<file path="src/rtl/osc_adc_clkgen.sv">
// Programmable ADC sample-clock generator: divides clk by any N >= 2 in
// continuous or fixed-length burst mode, switching ratios only at period ends.
module osc_adc_clkgen #(
  parameter int DIV_W = 17,
  parameter int LEN_W = 16
) (
  input  logic             clk,
  input  logic             rst_n,
  input  logic             en,
  input  logic [DIV_W-1:0] div_val,
  input  logic             cfg_load,
  input  logic [LEN_W-1:0] burst_len,
  input  logic             burst_start,
  output logic             clk_adc,
  output logic             sample_stb,
  output logic             busy,
  output logic             done,
  output logic             cfg_err
);

  localparam logic [1:0] IDLE  = 2'd0;
  localparam logic [1:0] RUN   = 2'd1;
  localparam logic [1:0] BURST = 2'd2;

  logic [1:0]       state, state_next;
  logic [DIV_W-1:0] div_act, div_act_next;
  logic [DIV_W-1:0] pend_val, pend_val_next;
  logic             pend, pend_next;
  logic [DIV_W-1:0] cnt, cnt_next;
  logic [LEN_W-1:0] bcnt, bcnt_next;
  logic [DIV_W-1:0] nv;
  logic             boundary;
  logic             busy_next;
  logic             done_next;

  // Ratios below 2 cannot form a clock with both a high and a low phase.
  function automatic logic [DIV_W-1:0] clamp_div(input logic [DIV_W-1:0] v);
    return (v < DIV_W'(2)) ? DIV_W'(2) : v;
  endfunction

  // High phase is ceil(N/2); widened so N = 2^DIV_W-1 does not overflow.
  function automatic logic [DIV_W-1:0] high_len(input logic [DIV_W-1:0] d);
    logic [DIV_W:0] sum;
    sum = {1'b0, d} + (DIV_W+1)'(1);
    return sum[DIV_W:1];
  endfunction

  always_comb begin
    nv            = clamp_div(div_val);
    boundary      = (state != IDLE) && (cnt == div_act - DIV_W'(1));
    state_next    = state;
    div_act_next  = div_act;
    pend_next     = pend;
    pend_val_next = pend_val;
    bcnt_next     = bcnt;
    done_next     = 1'b0;

    if (state == IDLE) begin
      if (cfg_load) div_act_next = nv;
    end else begin
      if (cfg_load) begin
        pend_next     = 1'b1;
        pend_val_next = nv;
      end
      // A load coinciding with the boundary is folded in through pend_next.
      if (boundary && pend_next) begin
        div_act_next = pend_val_next;
        pend_next    = 1'b0;
      end
    end

    case (state)
      IDLE: begin
        if (burst_start) begin
          if (burst_len != '0) begin
            state_next = BURST;
            bcnt_next  = burst_len;
          end else begin
            done_next = 1'b1;
          end
        end else if (en) begin
          state_next = RUN;
        end
      end
      RUN: begin
        if (boundary && !en) state_next = IDLE;
      end
      BURST: begin
        if (boundary) begin
          bcnt_next = bcnt - LEN_W'(1);
          if (bcnt == LEN_W'(1)) begin
            state_next = IDLE;
            done_next  = 1'b1;
          end
        end
      end
      default: state_next = IDLE;
    endcase

    busy_next = (state_next != IDLE);
    if (!busy_next || (state == IDLE) || boundary) cnt_next = '0;
    else                                           cnt_next = cnt + DIV_W'(1);
  end

  // Outputs are registered from next-state values so clk_adc and sample_stb
  // rise together on the first cycle of every period.
  always_ff @(posedge clk or negedge rst_n) begin
    if (!rst_n) begin
      state      <= IDLE;
      div_act    <= DIV_W'(2);
      pend_val   <= '0;
      pend       <= 1'b0;
      cnt        <= '0;
      bcnt       <= '0;
      clk_adc    <= 1'b0;
      sample_stb <= 1'b0;
      done       <= 1'b0;
      cfg_err    <= 1'b0;
    end else begin
      state      <= state_next;
      div_act    <= div_act_next;
      pend_val   <= pend_val_next;
      pend       <= pend_next;
      cnt        <= cnt_next;
      bcnt       <= bcnt_next;
      clk_adc    <= busy_next && (cnt_next < high_len(div_act_next));
      sample_stb <= busy_next && (cnt_next == '0);
      done       <= done_next;
      cfg_err    <= cfg_load && (div_val < DIV_W'(2));
    end
  end

  assign busy = (state != IDLE);

endmodule

</file>
<file path="config.mk">
export PLATFORM = sky130hd
export DESIGN_NAME = osc_adc_clkgen
export DESIGN_NICKNAME = d
export VERILOG_FILES = /design/src/rtl/osc_adc_clkgen.sv
export SDC_FILE = /design/constraint.sdc
export NUM_CORES = 1
export LEC_CHECK = 0
export CORE_UTILIZATION = 53
export DETAILED_ROUTE_END_ITERATION = 12
export PLACE_DENSITY = 0.73
export SYNTH_ARGS = -nofsm -noshare
export SYNTH_HDL_FRONTEND = slang
export SYNTH_SLANG_ARGS = --single-unit
</file>
<file path="constraint.sdc">
create_clock -name clk -period 7 [get_ports clk]
set_input_delay 1.4 -clock clk [delete_from_list [all_inputs] [get_ports clk]]
set_output_delay 1.4 -clock clk [all_outputs]
set_load 0.1 [all_outputs]
</file>
---- Word-level counts from Yosys, hierarchy flattened ----
Cells that the tools add are included.
operators by class
  $add $sub $neg .......................... 4
  magnitude comparators ................... 2
  equal/unequal tests ..................... 7
  multiplexer cells ....................... 25
  reductions and logical operators ........ 17
operators by type and width
  cell                                                                    number
  17-bit two-way mux                                                      6
  16-bit two-way mux                                                      3
  16-bit case mux with 2 select lines                                     1
  17-bit by 1-bit adder with 18-bit output (second input constant)        1
  17-bit by 1-bit adder with 17-bit output (second input constant)        1
  17-bit == test                                                          1
  17-bit zero test                                                        1
  17-bit < comparator                                                     1
  17-bit by 2-bit < comparator with 1-bit output (second input constant)  1
  17-bit by 1-bit subtractor with 17-bit output (second input constant)   1
  16-bit by 1-bit == test with 1-bit output (second input constant)       1
  16-bit nonzero test                                                     1
  16-bit by 1-bit subtractor with 16-bit output (second input constant)   1
  2-bit two-way mux                                                       6
  1-bit two-way mux                                                       7
  1-bit logical AND                                                       6
  2-bit != test (second input constant)                                   3
  2-bit case mux with 3 select lines                                      1
  2-bit nonzero test                                                      3
  4-bit AND reduction                                                     1
  2-bit by 1-bit == test with 1-bit output (second input constant)        1
  2-bit == test (second input constant)                                   1
  1-bit zero test                                                         2
  2-bit zero test                                                         1
  2 further kinds                                                         3
storage, ports and cells
  register bits after elaboration ......... 74
  output and inout port bits .............. 5
  logic and storage cells ................. 65

---- Depth between registers and ports, before layout ----
Gate-level depths: netlist of run 1.
  depth after elaboration ................. 13
  mapped depth ............................ 27

---- Worst setup path after synthesis of run 1 ----
No wires, ideal clock.
  path kind ............................... reg2reg
  start point ............................. register div_act[0]
  end point ............................... register clk_adc
  setup time .............................. 0.086 ns
  arrival time ............................ 4.772 ns
  data required time ...................... 6.914 ns
  setup slack ............................. 2.142 ns
  cell stages (with the launch flop) ...... 26
  buffers on the path ..................... 2
  period minus slack after synthesis ...... 4.858 ns
  path through ............................ dfrtp_1 -> clkbuf_1 -> inv_1 -> ha_1 -> clkbuf_1 -> or3_1 -> a31oi_1 -> nand4_1 -> or4_4 -> o21ai_4 -> nand2_2 -> a221oi_2 -> inv_1 -> xnor2_1 -> ha_1 -> a21oi_1 -> nor2b_1 -> o21ai_0 -> nand2b_1 -> a21oi_1 -> nor2b_1 -> o21ai_0 -> nand2b_1 -> a221oi_1 -> nor3_1 -> nor3_1
on the way
  elaborated cells between the ends (all ways) .. 19
RTL lines
  item                                           RTL line  source
  start: declaration                             26        logic [DIV_W-1:0] div_act, div_act_next;
  start signal: assignment                       121       div_act <= div_act_next;
  17-bit by 1-bit subtractor with 17-bit output  50        boundary = (state != IDLE) && (cnt == div_act - DIV_W'(1));
  17-bit == test                                 50
  1-bit logical AND                              50
  1-bit logical AND                              66        if (boundary && pend_next) begin
  17-bit two-way mux                             66
  17-bit two-way mux                             58        if (state == IDLE) begin
  net div_act_next[3]                            26
  17-bit by 1-bit adder with 18-bit output       44        sum = {1'b0, d} + (DIV_W+1)'(1);
  17-bit < comparator                            126       clk_adc <= busy_next && (cnt_next < high_len(div_act_next));
  1-bit logical AND                              126
  end signal: assignment                         126
  end: declaration                               14        output logic clk_adc,
The timed path passes the listed nets, and every way through them passes these cells.
A chain may end at the register's enable or synchronous reset.

---- Worst setup path after layout of run 1 ----
  start point ............................. register div_act[1]
  end point ............................... register clk_adc
The elaborated chain is that of the path after synthesis.

==> results of run 1 <==
-- worst reg2reg max path: stages (launching register included) --
cell and delay [ps]:
dfstp_2 610, inv_1 110, ha_1 330, or3_1 410, a31oi_1 340, nand4_1 210
nor4_2 650, a21oi_1 310, o21ai_0 310, and3_1 240, ha_1 230, o2111ai_4 140
nor4b_4 470, xnor2_1 180, ha_1 260, a21oi_1 130, nor2b_1 60, o21ai_0 160
nand2b_1 80, a221oi_1 280, nor3_1 70, nor3_1 150
-- sequential cells by signal (all words and copies together), names as in the netlist --
register	cells
cnt	17
pend_val	17
div_act	17
clk_adc	1
done	1
pend	1
cfg_err	1
sample_stb	1
state	2
bcnt	16
-- how the worst max path moves through the flow --
stage	start	endpoint	slack (ps)	cells past startpoint
after CTS	div_act[1]	clk_adc	1350	24
after global placement	cfg_load	clk_adc	1410	20
after detailed placement	cfg_load	clk_adc	1260	20
after global routing	div_act[10]	clk_adc	800	22
after floorplan	div_act[0]	clk_adc	2140	25
final	div_act[1]	clk_adc	1200	21
-- kinds of logic after synthesis --
logic type | after synthesis | synth area share
adders and majority gates | 21 | 0.04836
AOI/OAI and AO/OA | 142 | 0.1757
DFF | 74 | 0.3411
and+or+nand+nor | 263 | 0.2646
xor gates and xnor gates | 57 | 0.09189
buffers and inverters | 54 | 0.03846
muxes | 20 | 0.03984
-- area by class of cell --
class,count,area (um2)
clock buffer,9,123.9
clock inverter,7,70.07
fill,846,3776
inverter,21,78.83
multi-input combinational,503,3371
sequential,74,1853
tap,133,166.4
timing repair buffer,43,425.4
-- cell usage in the layout (no fill, tap or decap), types with 9 or more instances in the layout --
master / n
a21oi_1: 33
a31oi_1: 9
clkbuf_8: 9
clkdlybuf4s50_1: 41
dfrtp_1: 73
ha_1: 21
inv_1: 20
mux2_2: 13
nand2_1: 43
nand2b_1: 9
nand3_1: 23
nand4_1: 20
nor2_1: 65
nor2b_1: 11
nor3_1: 24
nor4_1: 17
o21ai_0: 41
or3_1: 9
xnor2_1: 37
xor2_1: 20
-- synth_stat cells (all sizes together), types with 4 or more instances --
cell and count:
a211oi 4, a21o 8, a21oi 33, a221oi 5
a22oi 6, a31oi 9, and2 4, and3 6
buf 4, clkbuf 29, dfrtp 73, ha 21
inv 20, mux2 13, mux2i 7, nand2 44
nand2b 9, nand3 24, nand4 20, nor2 65
nor2b 11, nor3 25, nor4 20, o211ai 8
o21ai 44, o22ai 5, or3 9, or4 5
xnor2 37, xor2 20
-- metal layers --
metal / up-vias / GRT usage / part of all wire
met5: - / 0 / 0
met4: 0 / 0.1040 / 0.021
met3: 25 / 0.05108 / 0.074
met2: 222 / 0.4641 / 0.46
met1: 2371 / 0.4146 / 0.45
li1: 2354 / - / -
-- through the flow --
step	area, um2	hold slack (ps)	worst slack (ps)	power, mW
global placement	5894	460.5	1415	1.624
detailed placement	5894	464.4	1256	1.656
global route	6088	513.2	798.6	2.143
CTS	6088	483.7	1354	1.989
finish	6088	480.6	1204	2.006
floorplan	5433	441.3	2142	1.391
-- where the power goes --
part | internal (mW) | switching (mW) | total [mW]
sequential | 0.540 | 0.201 | 0.742
clock | 0.164 | 0.166 | 0.329
combinational | 0.396 | 0.538 | 0.935
==> metrics.cfg, run 1 <==
[cts]
cts.repair.resized=0
clk_pin_slew_ps=90
clock_sinks=74
cts_setup_buffers=0
clk_latency_ps=350
hold_buffers=0
numCtsBuffers=9
cts_htree_levels=3
clockRootBuffer=clkbuf_8
tritoncts=yes
clk_path_buf_depth=2

[route]
antenna_left=0
vias_per_cell=6.294
drt-initial-drc-count=404
wire_per_inst_um=18.61
vias=4972
drt-pass1-iter-count=5
drcViolationCount=0
routed_wl_um=14700

[cells_and_area]
syn_to_final_growth_pct=12.07
nets=711
instances_no_fill=790
final_util=0.6172
diodes=0
drive_gt1_frac=0.08676

[setup_path]
r2r-end=clk_adc
cp_common_cell=ha_1
rr_startpoint=div_act[1]
max_stage_delay_ps=650
reg2reg_depth=21
crit_fanout=11
worstSetupPathType=reg2reg
start_kind=flip-flop
required_ps=7270
critical-path-top-delay-family=simple AND/OR/NAND/NOR gates
cp_slowest_cell=nor4_2
end_kind=flip-flop
path_buf_inv=1
cp.arrival_ps=6070
worstPathCellList=inv_1 -> ha_1 -> or3_1 -> a31oi_1 -> nand4_1 -> nor4_2 -> a21oi_1 -> o21ai_0 -> and3_1 -> ha_1 -> o2111ai_4 -> nor4b_4 -> xnor2_1 -> ha_1 -> a21oi_1 -> nor2b_1 -> o21ai_0 -> nand2b_1 -> a221oi_1 -> nor3_1 -> nor3_1
r2r_setup_slack_ps=1200

[placed_design]
dp.cells=774
numPortBuffers=42
place_hpwl_um=11380
place_congestion=0.9252

[synthesis]
syn_avg_cell_area_um2=8.610
synth_edf_count=0
synth-seq-cells=74
synth-async-reset-ratio=1.000
synth.distinct_cells=73
synth_cells=631
synth_top_area_frac=0.3363
yosysTopAreaCell=dfrtp_1
syn_area_mm2=0.005433
synth_nets=690
ys_seq_area_frac=0.3411
synth_area_leaders=dfrtp_1, xnor2_1, ha_1, nor2_1, o21ai_0
synthFlopType=dfrtp_1
ys_warn_count=0

[timing]
setup_tns_ps=0
rsz0062_at_grt=no
setup_viol=0
period_minus_slack_ps=5796
slew_headroom=0.2844
post-route-period-util=0.8279
fin_skew_ps=14.01
max_freq_mhz=172.5
slew_violations=0
worstMarginPinSlew_ps=1071
hold_viol=0

[floorplan]
die_x_um=103.2
core-area_mm2=0.009864
die_h_um=103.2
die_area_mm2=0.01066
io_pins=43
std_cell_rows=36
start_util=0.5507

[status]
status=finished, final reports clean

[power]
power.density_mw_per_mm2=329.4
p_leak_nw=2.437
peakVddDrop_mv=0.1311

[grt]
grt_start_max_net_pins=75
gr-usage-all-layers=0.2961
grt_pass1_vias=4546
antenna_found_initial=0
grt_pass1_wl_um=23560
grt_overflow=0

[flow_run]
cap_violations=0

[hold_path]
hold_start=pend_val[0]
min_path_type=reg2reg
whs_endpoint=pend_val[0]
hold_path_depth=2

(Power assumes the default switching activity.)
==> run 2: changes to the inputs <==
clock period = 5.37 ns   (was 7 ns; I/O delays follow)
==> run 2 against run 1 <==
- combinational power increased by 53%
- flip-flop and latch count unchanged
- sequential power increased by 28%
- worst hold slack improved by 2.7 ps
- final area increased by 6.8%
- critical path depth increased by 2
- critical endpoint unchanged
- first-iteration DRC count decreased by 7.4%
==> metrics.cfg, run 2 (synthesized netlist as in run 1, its figures left out) <==
[power]
power.density_mw_per_mm2=431.3  ; was 329.4 mW/mm2
p_leak_nw=2.639  ; was 2.437 nW
peakVddDrop_mv=0.2255  ; was 0.1311 mV

[setup_path]
max_stage_delay_ps=560  ; was 650 ps
cp_common_cell=or4_4  ; was ha_1
r2r_setup_slack_ps=300  ; was 1200 ps
cp_slowest_cell=or4_4  ; was nor4_2
crit_fanout=5  ; was 11
start_kind=flip-flop  ; unchanged
end_kind=flip-flop  ; unchanged
worstPathCellList=or4_4 -> or4_4 -> nand3_2 -> o21ai_2 -> or4_4 -> o21ai_4 -> nand3_2 -> and3_4 -> ha_2 -> o2111ai_4 -> nor2_1 -> xnor2_1 -> ha_1 -> nor2b_1 -> o21ai_1 -> nand2b_1 -> a21oi_1 -> nor2b_1 -> o21ai_1 -> nand2b_1 -> a221oi_2 -> nor3_2 -> nor3_2  ; was inv_1 -> ha_1 -> or3_1 -> a31oi_1 -> nand4_1 -> nor4_2 -> a21oi_1 -> o21ai_0 -> and3_1 -> ha_1 -> o2111ai_4 -> nor4b_4 -> xnor2_1 -> ha_1 -> a21oi_1 -> nor2b_1 -> o21ai_0 -> nand2b_1 -> a221oi_1 -> nor3_1 -> nor3_1
cp.arrival_ps=5350  ; was 6070 ps
worstSetupPathType=reg2reg  ; unchanged
required_ps=5650  ; was 7270 ps

[floorplan]
io_pins=43  ; unchanged
die_x_um=103.2  ; unchanged
core-area_mm2=0.009864  ; unchanged
die_h_um=103.2  ; unchanged
start_util=0.5507  ; unchanged
die_area_mm2=0.01066  ; unchanged
std_cell_rows=36  ; unchanged

[cells_and_area]
nets=749  ; was 711
layout_common_cells=dfrtp_1, nor2_1, nand2_1  ; unchanged
drive_gt1_frac=0.1628  ; was 0.08676
instances_no_fill=827  ; was 790
final_util=0.6592  ; was 0.6172
final_common_cell=dfrtp_1  ; unchanged
reg_top3=cnt: 17 flops, div_act: 17 flops, pend_val: 17 flops  ; unchanged
diodes=0  ; unchanged
syn_to_final_growth_pct=19.69  ; was 12.07%

[grt]
use_met1=0.4311  ; was 0.4146
grt_pass1_vias=4780  ; was 4546
gr-usage-all-layers=0.3141  ; was 0.2961
antenna_found_initial=0  ; unchanged
busiest_layer=met2  ; unchanged
use_met2=0.5021  ; was 0.4641
grt_overflow=0  ; unchanged
grt_start_max_net_pins=75  ; unchanged
met3_usage=0.03562  ; was 0.05108
grt_pass1_wl_um=24750  ; was 23560 um

[timing]
finalWorstSetupSlack_ps=297.0  ; was 1204 ps
worstMarginPinSlew_ps=1143  ; was 1071 ps
max_freq_mhz=197.1  ; was 172.5 MHz
slew_violations=0  ; unchanged
fin_skew_ps=16.55  ; was 14.01 ps
hold_ws_ps=483.3  ; was 480.6 ps
rsz0062_at_grt=no  ; unchanged
post-route-period-util=0.9447  ; was 0.8279
setup_tns_ps=0  ; unchanged
setup_viol=0  ; unchanged
period_minus_slack_ps=5073  ; was 5796 ps
hold_viol=0  ; unchanged
slew_headroom=0.2367  ; was 0.2844

[placed_design]
place_congestion=0.9899  ; was 0.9252
place_hpwl_um=12100  ; was 11380 um
dp.cells=802  ; was 774
numPortBuffers=42  ; unchanged
place_ws_ps=-120.5  ; was 1256 ps

[route]
vias_per_cell=6.162  ; was 6.294
routed_wl_um=15750  ; was 14700 um
wire_per_inst_um=19.05  ; was 18.61 um
drcViolationCount=0  ; unchanged
drt-pass1-iter-count=5  ; unchanged
drt-initial-drc-count=374  ; was 404
antenna_left=0  ; unchanged
vias=5096  ; was 4972

[cts]
hold_buffers=0  ; unchanged
clk_latency_ps=350  ; about the same
clk_path_buf_depth=2  ; unchanged
clockRootBuffer=clkbuf_8  ; unchanged
cts_htree_levels=3  ; unchanged
tritoncts=yes  ; unchanged
numCtsBuffers=9  ; unchanged
clk_pin_slew_ps=80  ; was 90 ps
clock_sinks=74  ; unchanged

[flow_run]
cap_violations=0  ; unchanged

[status]
status=finished, final reports clean  ; unchanged

[hold_path]
min_path_type=reg2reg  ; unchanged

==> run 2: cell types whose count changed in the layout (fill, tap and decap cells not counted), sizes merged <==
| cell | change |
|---|---|
| buf | +38 |
| clkbuf | +3 |
| clkinv | -3 |
| clkinvlp | -1 |
==> run 2: where the power goes <==
group | total [mW] | leakage (nW) | internal [mW] | switching (mW)
combinational | 1.43 | 1.64 | 0.638 | 0.787
clock | 0.432 | 0.0962 | 0.224 | 0.208
sequential | 0.947 | 0.904 | 0.707 | 0.240
==> run 2: layout make-up <==
type	instances	area [um2]
tap	133	166.4
clock buffer	12	145.1
multi-input combinational	503	3503
clock inverter	3	40.04
sequential	74	1858
fill	814	3362
timing repair buffer	81	710.7
inverter	21	78.83
==> run 2: timing repair <==
action	CTS	global route
pin swaps	1	9
setup endpoints to repair	1	1
gates resized for setup	3	26
endpoints found under the hold margin	0	0
setup buffers	2	8
==> run 2: final timing paths <==
kind / from / to / cells after the start
max in group asynchronous: rst_n / div_act[4] / 1
setup reg to reg: div_act[4] / clk_adc / 23
hold reg to reg: pend_val[0] / pend_val[0] / 2
min in group asynchronous: rst_n / div_act[0] / 1
setup / recovery: div_act[4] / clk_adc / 23
hold / removal: pend_val[0] / pend_val[0] / 2
==> run 2: metrics by stage <==
stage               power, mW  cell area [um2]
floorplan               1.813             5433
global placement        2.187             6105
detailed placement      2.228             6105
CTS                     2.689             6334
global route            2.999             6502
finish                  2.804             6502
==> run 2: worst max-delay path, delay by kind of cell (launching register included) <==
family / cells / cell delay, ps
compound gates: 7 / 1120
xor+xnor: 1 / 200
flops: 1 / 450
fa+ha+maj: 2 / 480
simple gates: 13 / 2750
==> run 2: routing by layer <==
metal	vias to the layer above	part of all wire
met3	31	0.063
met2	204	0.47
met4	0	0.027
met5	-	0
met1	2426	0.44
li1	2435	-
